## config.mk

```make
export PLATFORM = sky130hd
export DESIGN_NAME = weight_fetch_ctrl
export DESIGN_NICKNAME = d
export VERILOG_FILES = /design/src/rtl/weight_map_pkg.sv /design/src/rtl/wfc_fifo.sv /design/src/rtl/weight_fetch_ctrl.sv
export SDC_FILE = /design/constraint.sdc
export NUM_CORES = 1
export LEC_CHECK = 0
export CORE_UTILIZATION = 45
export DETAILED_ROUTE_END_ITERATION = 8
export PLACE_DENSITY = 0.83
export SYNTH_ARGS = -nofsm -noshare
export SYNTH_HDL_FRONTEND = slang
export SYNTH_SLANG_ARGS = --single-unit
```

## constraint.sdc

```tcl
create_clock -name clk -period 2.2 [get_ports clk]
set_input_delay 0.22 -clock clk [delete_from_list [all_inputs] [get_ports clk]]
set_output_delay 0.22 -clock clk [all_outputs]
set_load 0.01 [all_outputs]
```

## src/rtl/weight_map_pkg.sv

```systemverilog
// Shared widths, FSM/segment enums and the layer-weight segment map of the weight SRAM.
package weight_map_pkg;

    localparam int ADDR_W = 17;
    localparam int DATA_W = 100;
    localparam int CNT_W  = 15;

    typedef enum logic [2:0] {
        SEG_CONV1_W = 3'd0,
        SEG_CONV1_B = 3'd1,
        SEG_CONV2_W = 3'd2,
        SEG_CONV2_B = 3'd3,
        SEG_FC1_W   = 3'd4,
        SEG_SCORE_W = 3'd5
    } seg_e;

    typedef enum logic [1:0] {
        ST_IDLE  = 2'd0,
        ST_FETCH = 2'd1,
        ST_DONE  = 2'd2
    } state_e;

    function automatic logic seg_legal(input logic [2:0] sel);
        return (sel <= 3'd5);
    endfunction

    function automatic logic [ADDR_W-1:0] seg_base(input logic [2:0] sel);
        case (sel)
            SEG_CONV1_W: seg_base = 17'd0;
            SEG_CONV1_B: seg_base = 17'd20;
            SEG_CONV2_W: seg_base = 17'd21;
            SEG_CONV2_B: seg_base = 17'd1021;
            SEG_FC1_W:   seg_base = 17'd1100;
            SEG_SCORE_W: seg_base = 17'd17100;
            default:     seg_base = 17'd0;
        endcase
    endfunction

    function automatic logic [CNT_W-1:0] seg_count(input logic [2:0] sel);
        case (sel)
            SEG_CONV1_W: seg_count = 15'd20;
            SEG_CONV1_B: seg_count = 15'd1;
            SEG_CONV2_W: seg_count = 15'd1000;
            SEG_CONV2_B: seg_count = 15'd2;
            SEG_FC1_W:   seg_count = 15'd16000;
            SEG_SCORE_W: seg_count = 15'd200;
            default:     seg_count = 15'd0;
        endcase
    endfunction

endpackage

```

## src/rtl/wfc_fifo.sv

```systemverilog
// Small synchronous prefetch FIFO holding SRAM words until the PE array accepts them.
module wfc_fifo #(
    parameter int DEPTH = 2,
    parameter int WIDTH = 100
) (
    input  logic                   clk,
    input  logic                   rst_n,
    input  logic                   push_i,
    input  logic                   pop_i,
    input  logic [WIDTH-1:0]       data_i,
    output logic [WIDTH-1:0]       head_o,
    output logic [$clog2(DEPTH):0] count_o
);
    localparam int AW = $clog2(DEPTH);
    localparam int CW = AW + 1;

    logic [WIDTH-1:0] mem_q [DEPTH];
    logic [AW-1:0]    wr_ptr_q;
    logic [AW-1:0]    rd_ptr_q;
    logic [CW-1:0]    count_q;

    // Storage, pointers and occupancy; push and pop together leave count unchanged.
    always_ff @(posedge clk or negedge rst_n) begin
        if (!rst_n) begin
            for (int i = 0; i < DEPTH; i++) begin
                mem_q[i] <= '0;
            end
            wr_ptr_q <= '0;
            rd_ptr_q <= '0;
            count_q  <= '0;
        end else begin
            if (push_i) begin
                mem_q[wr_ptr_q] <= data_i;
                wr_ptr_q        <= wr_ptr_q + AW'(1);
            end
            if (pop_i) begin
                rd_ptr_q <= rd_ptr_q + AW'(1);
            end
            case ({push_i, pop_i})
                2'b10:   count_q <= count_q + CW'(1);
                2'b01:   count_q <= count_q - CW'(1);
                default: count_q <= count_q;
            endcase
        end
    end

    assign head_o  = mem_q[rd_ptr_q];
    assign count_o = count_q;

endmodule

```

## src/rtl/weight_fetch_ctrl.sv

```systemverilog
// Streams one layer-weight segment per command from the weight SRAM read port to the
// PE array, throttling reads so every in-flight word has a guaranteed FIFO slot.
module weight_fetch_ctrl
    import weight_map_pkg::*;
#(
    parameter int FIFO_DEPTH = 2
) (
    input  logic              clk,
    input  logic              rst_n,
    input  logic              start,
    input  logic [2:0]        seg_sel,
    output logic              sram_csb,
    output logic [ADDR_W-1:0] sram_raddr,
    input  logic [DATA_W-1:0] sram_rdata,
    output logic [DATA_W-1:0] w_data,
    output logic              w_valid,
    input  logic              w_ready,
    output logic              w_last,
    output logic              busy,
    output logic              done,
    output logic              cmd_err
);
    localparam int CW = $clog2(FIFO_DEPTH) + 1;
    localparam int OW = CW + 1;

    state_e            state_q, state_d;
    logic [ADDR_W-1:0] addr_q, addr_d, raddr_q;
    logic [CNT_W-1:0]  issue_left_q, issue_left_d;
    logic [CNT_W-1:0]  deliver_left_q, deliver_left_d;
    logic              inflight_q;
    logic              cmd_err_q, cmd_err_d;
    logic [DATA_W-1:0] head_s;
    logic [CW-1:0]     fifo_count_s;
    logic              fifo_empty_s, accept_s, pop_s, push_s, issue_s;
    logic [OW-1:0]     occ_s, limit_s;

    // Returning SRAM data bypasses an empty FIFO so the first word appears with no extra cycle.
    assign fifo_empty_s = (fifo_count_s == '0);
    assign w_valid      = !fifo_empty_s || inflight_q;
    assign w_data       = fifo_empty_s ? sram_rdata : head_s;
    assign w_last       = w_valid && (deliver_left_q == CNT_W'(1));
    assign accept_s     = w_valid && w_ready;
    assign pop_s        = accept_s && !fifo_empty_s;
    assign push_s       = inflight_q && !(accept_s && fifo_empty_s);
    assign occ_s        = {1'b0, fifo_count_s} + OW'(inflight_q);
    assign limit_s      = OW'(FIFO_DEPTH) + OW'(accept_s);
    assign issue_s      = (state_q == ST_FETCH) && (issue_left_q != '0) && (occ_s < limit_s);

    wfc_fifo #(
        .DEPTH (FIFO_DEPTH),
        .WIDTH (DATA_W)
    ) u_fifo (
        .clk     (clk),
        .rst_n   (rst_n),
        .push_i  (push_s),
        .pop_i   (pop_s),
        .data_i  (sram_rdata),
        .head_o  (head_s),
        .count_o (fifo_count_s)
    );

    // Command decode, address/issue/deliver counters and state sequencing.
    always_comb begin
        state_d        = state_q;
        addr_d         = addr_q;
        issue_left_d   = issue_left_q;
        deliver_left_d = deliver_left_q;
        cmd_err_d      = 1'b0;
        case (state_q)
            ST_IDLE: begin
                if (start && seg_legal(seg_sel)) begin
                    state_d        = ST_FETCH;
                    addr_d         = seg_base(seg_sel);
                    issue_left_d   = seg_count(seg_sel);
                    deliver_left_d = seg_count(seg_sel);
                end else if (start) begin
                    cmd_err_d = 1'b1;
                end else begin
                    state_d = ST_IDLE;
                end
            end
            ST_FETCH: begin
                if (issue_s) begin
                    addr_d       = addr_q + ADDR_W'(1);
                    issue_left_d = issue_left_q - CNT_W'(1);
                end else begin
                    addr_d = addr_q;
                end
                if (accept_s) begin
                    deliver_left_d = deliver_left_q - CNT_W'(1);
                    state_d        = (deliver_left_q == CNT_W'(1)) ? ST_DONE : ST_FETCH;
                end else begin
                    state_d = ST_FETCH;
                end
            end
            ST_DONE: state_d = ST_IDLE;
            default: state_d = ST_IDLE;
        endcase
    end

    // State and counter registers; raddr_q keeps the last issued address visible on the port.
    always_ff @(posedge clk or negedge rst_n) begin
        if (!rst_n) begin
            state_q        <= ST_IDLE;
            addr_q         <= '0;
            raddr_q        <= '0;
            issue_left_q   <= '0;
            deliver_left_q <= '0;
            inflight_q     <= 1'b0;
            cmd_err_q      <= 1'b0;
        end else begin
            state_q        <= state_d;
            addr_q         <= addr_d;
            issue_left_q   <= issue_left_d;
            deliver_left_q <= deliver_left_d;
            inflight_q     <= issue_s;
            cmd_err_q      <= cmd_err_d;
            if (issue_s) begin
                raddr_q <= addr_q;
            end
        end
    end

    assign sram_csb   = !issue_s;
    assign sram_raddr = issue_s ? addr_q : raddr_q;
    assign busy       = (state_q == ST_FETCH);
    assign done       = (state_q == ST_DONE);
    assign cmd_err    = cmd_err_q;

endmodule

```

Word-level counts from Yosys, hierarchy flattened
Cells that the tools add are included.
{"block": "word_totals", "inputBits": 107, "elab_cells": 90, "regBits": 272, "out_inout_bits": 123}
{"block": "op_classes", "n_reduce_logical": 21, "n_eq_ne": 14, "n_bitwise": 2, "addsub": 9, "n_mux": 27, "magnitude_cmp": 5}
{"operator": "two-way mux 100 bit", "count": 5}
{"operator": "bitwise mux 200 bit", "count": 1}
{"operator": "demux 100 bit (select 1 bit)", "count": 1}
{"operator": "case mux 14 bit (6 select lines)", "count": 1}
{"operator": "case mux 15 bit (5 select lines)", "count": 1}
{"operator": "case mux 15 bit (2 select lines)", "count": 2}
{"operator": "two-way mux 17 bit", "count": 3}
{"operator": "two-way mux 15 bit", "count": 3}
{"operator": "case mux 17 bit (2 select lines)", "count": 1}
{"operator": "subtractor 15 x 1 -> 15 bit (second input constant)", "count": 2}
{"operator": "adder 17 x 1 -> 17 bit (second input constant)", "count": 1}
{"operator": "equality test 15 x 1 -> 1 bit (second input constant)", "count": 1}
{"operator": "nonzero test 15 bit", "count": 1}
{"operator": "logical AND 1 bit", "count": 9}
{"operator": "two-way mux 2 bit", "count": 4}
{"operator": "case mux 2 bit (2 select lines)", "count": 2}
{"operator": "equality test 3 x 2 -> 1 bit (second input constant)", "count": 2}
{"operator": "equality test 3 bit (second input constant)", "count": 2}
{"operator": "AND reduction 3 bit", "count": 2}
{"operator": "equality test 2 x 1 -> 1 bit (second input constant)", "count": 2}
{"operator": "equality test 2 bit (second input constant)", "count": 2}
{"operator": "greater-or-equal comparator 2 bit (second input constant)", "count": 2}
{"operator": "zero test 2 bit", "count": 2}
{"operator": "inequality test 2 x 1 -> 1 bit (second input constant)", "count": 2}
{"operator": "other kinds (17)", "count": 24}

Longest topological paths before layout
Gate-level depths: netlist (run 1).
{"block": "logic_depth", "word_depth": 9, "ltp_mapped": 9, "depth_no_buf": 8}

By module
Synthesis (run 1) repeated with hierarchy kept, for this count alone.
{"block": "hier_totals", "cells_unflattened": 1097, "hier_area_um2": 13738.2}
{"module": "wfc_fifo", "n_inst": 1, "area_each_um2": 8745.9, "cells_each": 546, "seq_area_each_um2": 5104.9}
{"module": "weight_fetch_ctrl", "n_inst": 1, "area_each_um2": 4992.3, "cells_each": 551, "seq_area_each_um2": 1701.6}

Least setup slack after synthesis (run 1)
OpenSTA, ideal clock, no wires.
{"block": "synth_timing", "path_type": "flip-flop to output port", "from": "register u_fifo.count_q[0], in the netlist u_fifo.count_o[0]", "to": "output sram_raddr[13]", "n_path_buf": 1, "arrival_time_ns": 2.249, "slack_ns": -0.269, "required_time_ns": 1.980, "path_stages_with_launch": 8, "path_cell_list": "dfrtp_1 ha_1 ha_1 nor4b_1 a2111oi_4 nand2_4 clkbuf_1 o21ai_0"}
{"block": "synth_between", "elab_chain_len": 8, "elab_cells_between_ends": 9}
{"item": "from (decl)", "line": "wfc_fifo.sv:20", "rtl": "logic [CW-1:0] count_q;"}
{"item": "from (signal assigned)", "line": "wfc_fifo.sv:40", "rtl": "2'b10: count_q <= count_q + CW'(1);"}
{"item": "from (signal assigned)", "line": "wfc_fifo.sv:41", "rtl": "2'b01: count_q <= count_q - CW'(1);"}
{"item": "from (signal assigned)", "line": "wfc_fifo.sv:42", "rtl": "default: count_q <= count_q;"}
{"item": "zero test 2 bit", "line": "weight_fetch_ctrl.sv:38", "rtl": "assign fifo_empty_s = (fifo_count_s == '0);"}
{"item": "zero test 1 bit", "line": "weight_fetch_ctrl.sv:39", "rtl": "assign w_valid = !fifo_empty_s || inflight_q;"}
{"item": "logical OR 1 bit", "line": "weight_fetch_ctrl.sv:39"}
{"item": "logical AND 1 bit", "line": "weight_fetch_ctrl.sv:42", "rtl": "assign accept_s = w_valid && w_ready;"}
{"item": "adder 2 x 1 -> 3 bit", "line": "weight_fetch_ctrl.sv:46", "rtl": "assign limit_s = OW'(FIFO_DEPTH) + OW'(accept_s);"}
{"item": "less-than comparator 3 bit (*)", "line": "weight_fetch_ctrl.sv:47", "rtl": "assign issue_s = (state_q == ST_FETCH) && (issue_left_q != '0) && (occ_s < limit_s);"}
{"item": "logical AND 1 bit (*)", "line": "weight_fetch_ctrl.sv:47"}
{"item": "two-way mux 17 bit (*)"}
{"item": "to (decl)", "line": "weight_fetch_ctrl.sv:13", "rtl": "output logic [ADDR_W-1:0] sram_raddr,"}
Every way passes the cells marked *; elsewhere a longest branch is shown, timed or not.

Final worst setup path (run 1)
{"block": "layout_timing", "from": "register u_fifo.count_q[0], in the netlist u_fifo.count_o[0]", "to": "output sram_raddr[14]"}
The elaborated chain is that of the path after synthesis.

==> impl_metrics.ini, run 1 <==
[worst_setup_path]
path_buf_inv = 3
reg2reg_slack_ps = -260
worst_r2r_endpoint = addr_q[15]
required_ps = 1980
start_kind = register
worstSetupPathType = register to primary output
end_kind = primary output
cpMostUsedCell = ha_4
crit_family = compound AO/OA/AOI/OAI gates
max_stage_delay_ps = 420
ff2ff_path_depth = 10
path_max_fanout = 6
worstPathCellList = ha_4 -> ha_4 -> nor4b_4 -> a2111oi_4 -> nand2_4 -> buf_6 -> buf_12 -> o21ai_4 -> buf_2
cp.arrival_ps = 2580
cp_slowest_cell = dfrtp_2
r2r-start = u_fifo.count_o[0]

[global_route]
grt_pass1_wl_um = 60500
grt_pass1_vias = 11328
grtUsageTotal_pct = 24.9
gr-total-overflow = 0
antenna_found_initial = 1
grt_max_degree = 54

[placed_design]
dp_hpwl_um = 22500
post-place-ws_ps = -309
gp_congestion = 0.849
io_buffers = 229
placed_cell_area_mm2 = 0.0167

[route]
wirelength_um = 43700
ant_nets = 0
drc = 0
first_pass_iters = 7
dr.first_iter.drc_count = 961
vias_per_cell = 5.80
drt-wirelength-per-cell_um = 21.9
dr_total_vias = 11581

[logic_synthesis]
seq_area_frac_synth_pct = 51.5
synth_edf_count = 0
synth.distinct_cells = 48
synthArstFlopShare_pct = 100
synthCells = 1208
yosysTopAreaCell = dfrtp_1
avgSynthCellArea_um2 = 10.9
synth_ff_type = dfrtp_1
netlist.area_leader.share_pct = 51.5
synth_area_leaders = dfrtp_1 (51%), mux2_2 (17%), mux2i_1 (7.6%)
synth.cell_area_mm2 = 0.0132
ys_warn_count = 0
ys_ff_latch = 272
synth_nets = 1322

[sta]
fin_crit_sh_pct = 127
fmax_mhz = 358
tightest_slew_ps = 630
timing.final.ws_setup_ps = -597
report.final.slew_viol_count = 0
tns_ps = -44050
setup_viol = 328
slew_headroom_pct = 57.7
fin_crit_ps = 2800
rsz0062_at_grt = yes
hold_viol_final = 0
skew_ps = 15.5

[floorplanning]
rows = 62
die_x_um = 173
start_util_pct = 46.0
dieArea_mm2 = 0.0301
fp.dieH_um = 173
core_mm2 = 0.0288
pin_count = 230

[pwr]
switching_share_pct = 39.8
clock_power_share_pct = 12.3
p_int_uw = 23000
seqPwrFrac_pct = 24.2
ir_worst_vdd_v = 0.00178
total_power_uw = 38100
comb_power_share_pct = 63.5
switching_power_uw = 15200
powerDensity_mw_per_mm2 = 1940
p_leak_uw = 0.00892

[flow_run]
cap_violations = 0

[clock_tree]
path_clk_slew_ps = 60
clock_sink_count = 272
root_buffer = clkbuf_16
clockBufferDepth = 3
insertion_delay_ps = 550
cts_buffers = 29
h-tree-depth = 1
cts_tree = yes

[cells_and_area]
design_area_mm2 = 0.0197
fin_util_pct = 68.4
drive_gt1_share_pct = 44.0
nets = 1704
area_delta_synth_final_pct = 48.8

[worst_hold_path]
hold_class = input pin to async pin

[status]
status = finished with violations
violations = setup timing
[worst max path at each step]
stage	endpoint	depth (start not counted)	from	slack [ps]
final	sram_raddr[14]	9	u_fifo.count_o[0]	-600
after global routing	sram_raddr[14]	9	inflight_q	-650
after CTS	sram_raddr[14]	9	u_fifo.count_o[0]	-590
after detailed placement	sram_raddr[2]	8	u_fifo.count_o[0]	-310
after global placement	sram_raddr[3]	9	u_fifo.count_o[0]	-260
after floorplan	addr_q[15]	7	inflight_q	10
[cells in the final DEF (no fill, tap or decap), drive strengths merged, types with 4 or more instances in the layout]
cell type,count
nor3,21
inv,15
nor2b,4
o21ai,160
dfrtp,272
nand3,17
or4,5
a31oi,14
nor2,38
mux2,200
nand2,174
nor4,7
nand2b,4
mux2i,101
a21o,5
xnor2,5
ha,7
buf,299
a21oi,30
and3,4
clkdlybuf4s50,108
or3,4
clkbuf,67
[what timing repair did]
item / 4_1_cts / 5_1_grt
setup buffers: 43 / 47
hold endpoints to repair: 72 / 0
hold buffers: 1 / 0
cloned: 18 / 22
endpoints found under the setup margin: 131 / 221
pin swaps: 13 / 38
gates resized for setup: 589 / 366
[kinds of logic (layout without fill, tap and decap cells)]
group                      count (synthesis)  in the layout  synth area share [%]
DFF                                      272            272                  51.5
xor gates and xnor gates                   7              7                 0.464
adders and majority gates                  7              7                 0.662
muxes                                    301            301                  24.7
buffers and inverters                     92            495                  2.88
other                                      0              1                     0
and+or+nand+nor                          290            290                  9.66
AOI/OAI and AO/OA                        239            239                  10.2
[power by group through the flow]
stage	Clock [uW]	Combinational, uW	Sequential [uW]
6_report	4700	24200	9210
5_1_grt	4960	25500	9430
3_3_place_gp	0	17200	8830
4_1_cts	4740	19500	8980
2_1_floorplan	0	10200	8570
3_5_place_dp	0	17600	9040
[worst reg2reg max path, stage by stage, from the launching register on]
cell,delay (ps)
dfrtp_2,420
ha_4,170
ha_4,220
nor4b_4,140
a2111oi_4,370
nand2_4,120
buf_6,160
buf_16,140
buf_6,120
or4_1,470
nand3_1,80
[Yosys cell counts, types with 3 or more instances]
master	number
dfrtp_1	272
mux2_2	200
nand2_1	173
o21ai_0	160
mux2i_1	101
clkbuf_1	44
nor2_1	38
a21oi_1	29
buf_2	28
nor3_1	21
nand3_1	17
a31oi_1	14
inv_1	12
ha_1	7
buf_1	6
nor4_1	6
a21o_1	5
or4_1	5
xnor2_1	5
and3_1	4
nand2b_1	4
nor2b_1	4
or3_1	4
a211oi_1	3
a41oi_1	3
nor3b_1	3
nor4b_1	3
o211ai_1	3
o22a_1	3
o2bb2ai_1	3
or3b_2	3
[cell type report]
class | count | area [um2]
Antenna cell | 1 | 2.50
Multi-Input combinational cell | 844 | 6950
Tap cell | 384 | 480
Clock inverter | 3 | 26.3
Timing Repair Buffer | 429 | 4470
Clock buffer | 49 | 881
Inverter | 14 | 60.1
Sequential cell | 272 | 6810
Fill cell | 1906 | 9100
[state kept, by name, summed over array words and instances, names as in the netlist]
register / flops
inflight_q: 1
u_fifo.count_o: 2
addr_q: 17
u_fifo.mem_q: 200
deliver_left_q: 15
u_fifo.wr_ptr_q: 1
u_fifo.rd_ptr_q: 1
cmd_err: 1
raddr_q: 17
state_q: 2
issue_left_q: 15
[metal layers]
metal	wire length, um	track usage, %
met5	0	0
met4	1780	9.85
met3	2680	4.06
met2	21300	42.0
met1	18000	32.0
[metrics by stage]
| stage | hold slack [ps] | instances |
|---|---|---|
| 2_1_floorplan | -75.6 | 1208 |
| 3_3_place_gp | 178 | 1830 |
| 3_5_place_dp | 173 | 1830 |
| 4_1_cts | 185 | 1942 |
| 5_1_grt | 205 | 1996 |
| 6_report | 197 | 1996 |
No activity file was read; power rests on OpenSTA's default activity.
==> run 2: changes to the inputs <==
--- a/config.mk
+++ b/config.mk
@@ -7,7 +7,8 @@
 export LEC_CHECK = 0
 export CORE_UTILIZATION = 45
 export DETAILED_ROUTE_END_ITERATION = 8
-export PLACE_DENSITY = 0.83
+export PLACE_DENSITY = 0.81
+export SKIP_LAST_GASP = 1
 export SYNTH_ARGS = -nofsm -noshare
 export SYNTH_HDL_FRONTEND = slang
 export SYNTH_SLANG_ARGS = --single-unit
==> constraint.sdc (replaced) <==
create_clock -name clk -period 3.6 [get_ports clk]
set_input_delay 0.36 -clock clk [delete_from_list [all_inputs] [get_ports clk]]
set_output_delay 0.36 -clock clk [all_outputs]
set_load 0.01 [all_outputs]
==> run 2 against run 1 <==
The flow now finishes without violations. Wire length shrank 26%. Sequential power down 40%. Non-clock buffer count decreased by 167. Hold slack improved by 240 ps. Critical path depth rose by 1. Sequential share of layout area rose by 5.2 points. Register-to-register slack improved by 1100 ps. Largest cell class is now sequential cells.
==> impl_metrics.ini, run 2 (same netlist as run 1, synthesis figures left out) <==
[clock_tree]
insertion_delay_ps = 550
clock_sink_count = 272
clockBufferDepth = 3
root_buffer = clkbuf_16
cts_buffers = 29
h-tree-depth = 1
path_clk_slew_ps = 60
cts_tree = yes

[worst_hold_path]
hold_class = input pin to async pin

[cells_and_area]
final_cell_mix = dfrtp_1 (269), clkdlybuf4s50_1 (228), mux2_2 (200)
nets = 1539
fillers = 2305
final_common_cell = dfrtp_1
multiInputGateArea_mm2 = 0.00612
drive_gt1_share_pct = 20.7
largest_reg_flops = 200
top_register = u_fifo.mem_q
area_delta_synth_final_pct = 29.5
fin_util_pct = 59.5
reg_top3 = u_fifo.mem_q: 200 flops, addr_q: 17 flops, raddr_q: 17 flops
seqCellArea_mm2 = 0.00681

[pwr]
total_power_uw = 18700
p_leak_uw = 0.00721
powerDensity_mw_per_mm2 = 1090
ir_worst_vdd_v = 0.000730

[sta]
fmax_mhz = 284
fin_crit_ps = 3520
fin_crit_sh_pct = 97.7
tightest_slew_ps = 827
whs_ps = 441
hold_viol_final = 0
skew_ps = 12.3
setup_viol = 0
report.final.slew_viol_count = 0
tns_ps = 0
slew_headroom_pct = 44.4

[floorplanning]
die_x_um = 173
pin_count = 230
dieArea_mm2 = 0.0301
fp.dieH_um = 173
start_util_pct = 46.0
core_mm2 = 0.0288
rows = 62

[route]
first_pass_iters = 5
dr_total_vias = 10200
ant_nets = 0
drt-wirelength-per-cell_um = 17.7
vias_per_cell = 5.57
wirelength_um = 32500
dr.first_iter.drc_count = 815
drc = 0

[worst_setup_path]
required_ps = 3240
start_kind = register
path_max_fanout = 14
end_kind = primary output
ff2ff_path_depth = 11
cp.arrival_ps = 3160
worstSetupPathType = register to primary output

[status]
status = finished clean

[global_route]
grtUsageTotal_pct = 21.3
grt_pass1_vias = 10134
grt_pass1_wl_um = 52700
antenna_found_initial = 2
grt_max_degree = 123
gr-total-overflow = 0

[placed_design]
io_buffers = 229
dp_hpwl_um = 20900
gp_congestion = 0.821

[flow_run]
cap_violations = 0
-- run 2: cell count changes in the layout (fill, tap and decap cells not counted), sizes merged --
cell,change
clkinv,+4
nand2,+2
bufinv,+3
clkinvlp,+1
clkdlybuf4s50,+120
buf,-266
clkbuf,-26
dlymetal6s2s,-1
bufbuf,-1
dlygate4sd2,-1
-- run 2: power by group --
group | switching, uW | internal, uW | total [uW]
clock | 1200 | 1830 | 3030
sequential | 963 | 4590 | 5550
combinational | 4840 | 5320 | 10200
-- run 2: worst paths after layout --
kind,from,slack [ps],endpoint
worst min-delay path,rst_n,440,raddr_q[5]
worst max register to register,u_fifo.count_o[0],860,addr_q[6]
worst min register to register,raddr_q[4],480,raddr_q[4]
max in group asynchronous,rst_n,2330,issue_left_q[2]
min in group clk,raddr_q[4],480,raddr_q[4]
worst max-delay path,u_fifo.count_o[0],80,sram_raddr[16]
-- run 2: layout make-up --
cell class	count	share of cell area, %
timing repair buffer	262	15.6
clock inverter	11	0.796
tap	384	2.81
multi-input combinational	846	35.7
sequential	272	39.8
clock buffer	41	4.91
antenna	1	0.0146
inverter	14	0.351
-- run 2: stage by stage --
| step | setup slack (ps) | area, um2 | std cells |
|---|---|---|---|
| after floorplan | 991 | 13200 | 1208 |
| after global placement | 409 | 16000 | 1766 |
| after detailed placement | 287 | 16000 | 1766 |
| after CTS | 48.0 | 17000 | 1823 |
| after global routing | -17.4 | 17100 | 1831 |
| final | 81.9 | 17100 | 1831 |
-- run 2: repair_timing --
action                                  in CTS  in global routing
buffers inserted                             3                  6
resized for setup                            2                  9
cloned                                       1                  1
pin swaps                                    3                  2
endpoints found under the setup margin      17                 16
hold endpoints to repair                    93                  0
hold buffers                                 1                  0
-- run 2: routing by layer --
layer / share of wire, % / global-route usage [%]
met3: 6.0 / 3.88
met5: 0 / 0
met4: 3.3 / 7.01
met1: 43 / 28.2
met2: 48 / 35.4
-- run 2: critical path, cell delays in order (launching register included) --
cell and delay [ps]:
dfrtp_2 480, ha_1 240, ha_4 310, nor4b_4 290, a2111oi_4 90, buf_4 160
buf_4 150, nand2_4 160, nand2_1 90, nand2_1 100, clkdlybuf4s50_1 540
==> run 3: changes to the inputs <==
--- a/config.mk
+++ b/config.mk
@@ -7,7 +7,8 @@
 export LEC_CHECK = 0
 export CORE_UTILIZATION = 45
 export DETAILED_ROUTE_END_ITERATION = 8
-export PLACE_DENSITY = 0.81
+export DONT_BUFFER_PORTS = 1
+export PLACE_DENSITY = 0.71
 export SKIP_LAST_GASP = 1
 export SYNTH_ARGS = -nofsm -noshare
 export SYNTH_HDL_FRONTEND = slang
==> run 3 against run 2 <==
The flow now finishes with violations (hold timing). Final cell count fell by 8.4%. Fmax increased by 9.2%. Hold slack got worse by 920 ps. Count of clock-buffer cells in the layout fell by 4. Flip-flop and latch count stayed put. Die area is the same. Via count is 6.4% lower. Setup slack better by 300 ps. Critical path type unchanged. Critical endpoint is now sram_raddr[7].
==> impl_metrics.ini, run 3 (same netlist as run 1, synthesis figures left out) <==
[worst_setup_path]
required_ps = 3240
end_kind = primary output
cpMostUsedCell = ha_1
cp.arrival_ps = 2860
path_max_fanout = 15
max_stage_delay_ps = 490
worstPathCellList = ha_1 -> ha_1 -> nor4b_2 -> a2111oi_4 -> buf_4 -> nand2_4 -> o21ai_0
cp_slowest_cell = o21ai_0
worstSetupPathType = register to primary output
start_kind = register

[pwr]
p_leak_uw = 0.00660
ir_worst_vdd_v = 0.000674
powerDensity_mw_per_mm2 = 1030
total_power_uw = 15900

[cells_and_area]
seqCellArea_mm2 = 0.00681
final_cell_mix = dfrtp_1 (271), mux2_2 (200), nand2_1 (173)
final_cells = 1678
area_delta_synth_final_pct = 17.5
largest_reg_flops = 200
top_register = u_fifo.mem_q
n_antenna_cell = 0
reg_top3 = u_fifo.mem_q: 200 flops, addr_q: 17 flops, raddr_q: 17 flops
multiInputGateArea_mm2 = 0.00608
fillers = 2427
nets = 1393
final_common_cell = dfrtp_1
fin_util_pct = 54.0
drive_gt1_share_pct = 21.3

[clock_tree]
h-tree-depth = 1
cts_hold_buf = 101
insertion_delay_ps = 540
root_buffer = clkbuf_16
cts_buffers = 29
clockBufferDepth = 3
cts_tree = yes
clock_sink_count = 272
path_clk_slew_ps = 60

[floorplanning]
core_mm2 = 0.0288
rows = 62
pin_count = 230
dieArea_mm2 = 0.0301
start_util_pct = 46.0
fp.dieH_um = 173
die_x_um = 173

[sta]
fin_crit_ps = 3220
rsz0062_at_grt = no
setup_viol = 0
slew_headroom_pct = 40.9
tightest_slew_ps = 879
report.final.slew_viol_count = 0
fmax_mhz = 310
whs_ps = -483
fin_crit_sh_pct = 89.5
tns_ps = 0
hold_viol_final = 272
skew_ps = 10.6

[placed_design]
gp_congestion = 0.795
io_buffers = 0
dp_hpwl_um = 18500
dp_cells = 1528

[global_route]
gr-total-overflow = 0
grtUsageTotal_pct = 20.1
grt_pass1_vias = 9555
grt_max_degree = 273
grt_pass1_wl_um = 49900
antenna_found_initial = 0

[route]
vias_per_cell = 5.69
ant_nets = 0
drc = 0
first_pass_iters = 7
dr_total_vias = 9550
wirelength_um = 30800
drt-wirelength-per-cell_um = 18.4
dr.first_iter.drc_count = 621

[status]
status = finished with violations
violations = hold timing

[worst_hold_path]
hold_class = input pin to async pin

[flow_run]
cap_violations = 0
## run 3: cell types whose count changed in the layout (fill, tap and decap cells not counted), sizes merged
cell / delta
clkdlybuf4s50: -228
dlygate4sd3: +100
buf: -17
diode: -1
clkbuf: -4
clkinv: -1
bufinv: -1
nand2: -1
## run 3: final timing paths
path                                    startpoint                 end  slack, ps  cells after the start
min in group clk                        seg_sel[0]     issue_left_q[0]         50                      2
worst min-delay path                         rst_n   u_fifo.mem_q[126]       -480                      0
worst max register to register   u_fifo.count_o[0]          addr_q[16]        900                      9
worst max-delay path             u_fifo.count_o[0]       sram_raddr[7]        380                      7
max in group asynchronous                    rst_n    u_fifo.mem_q[97]       3770                      0
worst min register to register  deliver_left_q[12]  deliver_left_q[12]        490                      1
## run 3: metrics by stage
step | setup slack (ps) | hold WS, ps | area, um2
after floorplan | 991 | 64.4 | 13200
after global placement | 723 | 69.5 | 13600
after detailed placement | 662 | 69.8 | 13600
after CTS | 79.7 | -522 | 15500
after global routing | 176 | -520 | 15500
final | 377 | -483 | 15500
## run 3: repair_timing
action,CTS,global route
setup endpoints to repair,0,16
setup buffers,0,2
hold endpoints to repair,474,272
resized for setup,0,4
## run 3: area by class of cell
cell class	count	area share [%]
clock inverters	9	0.652
multi-input cells	845	39.1
repair buffers	117	7.68
well taps	384	3.09
flip-flops and latches	272	43.8
clock buffers	37	5.25
inverters	14	0.354
## run 3: routing by layer
metal  vias up  wire length [um]  global-route usage (%)
li1       4450                 -                       -
met1      4725             13000                    25.5
met2       299             14700                    33.5
met3        76              2030                    4.67
met4         0              1140                    7.45
met5         -                 0                       0
## run 3: critical path, delay by kind of cell, from the launching register on
family	cells	cell delay, ps
AO/OA/AOI/OAI	2	780
adder cells (fa/ha/maj)	2	530
flip-flops	1	470
AND/OR/NAND/NOR	2	330
buffers and inverters	1	200
## run 3: power breakdown
part	internal, uW	leakage, uW	total, uW	switching, uW
logic	3170	0.00288	7460	4290
registers	4580	0.00326	5580	996
clock network	1720	0.000455	2900	1180
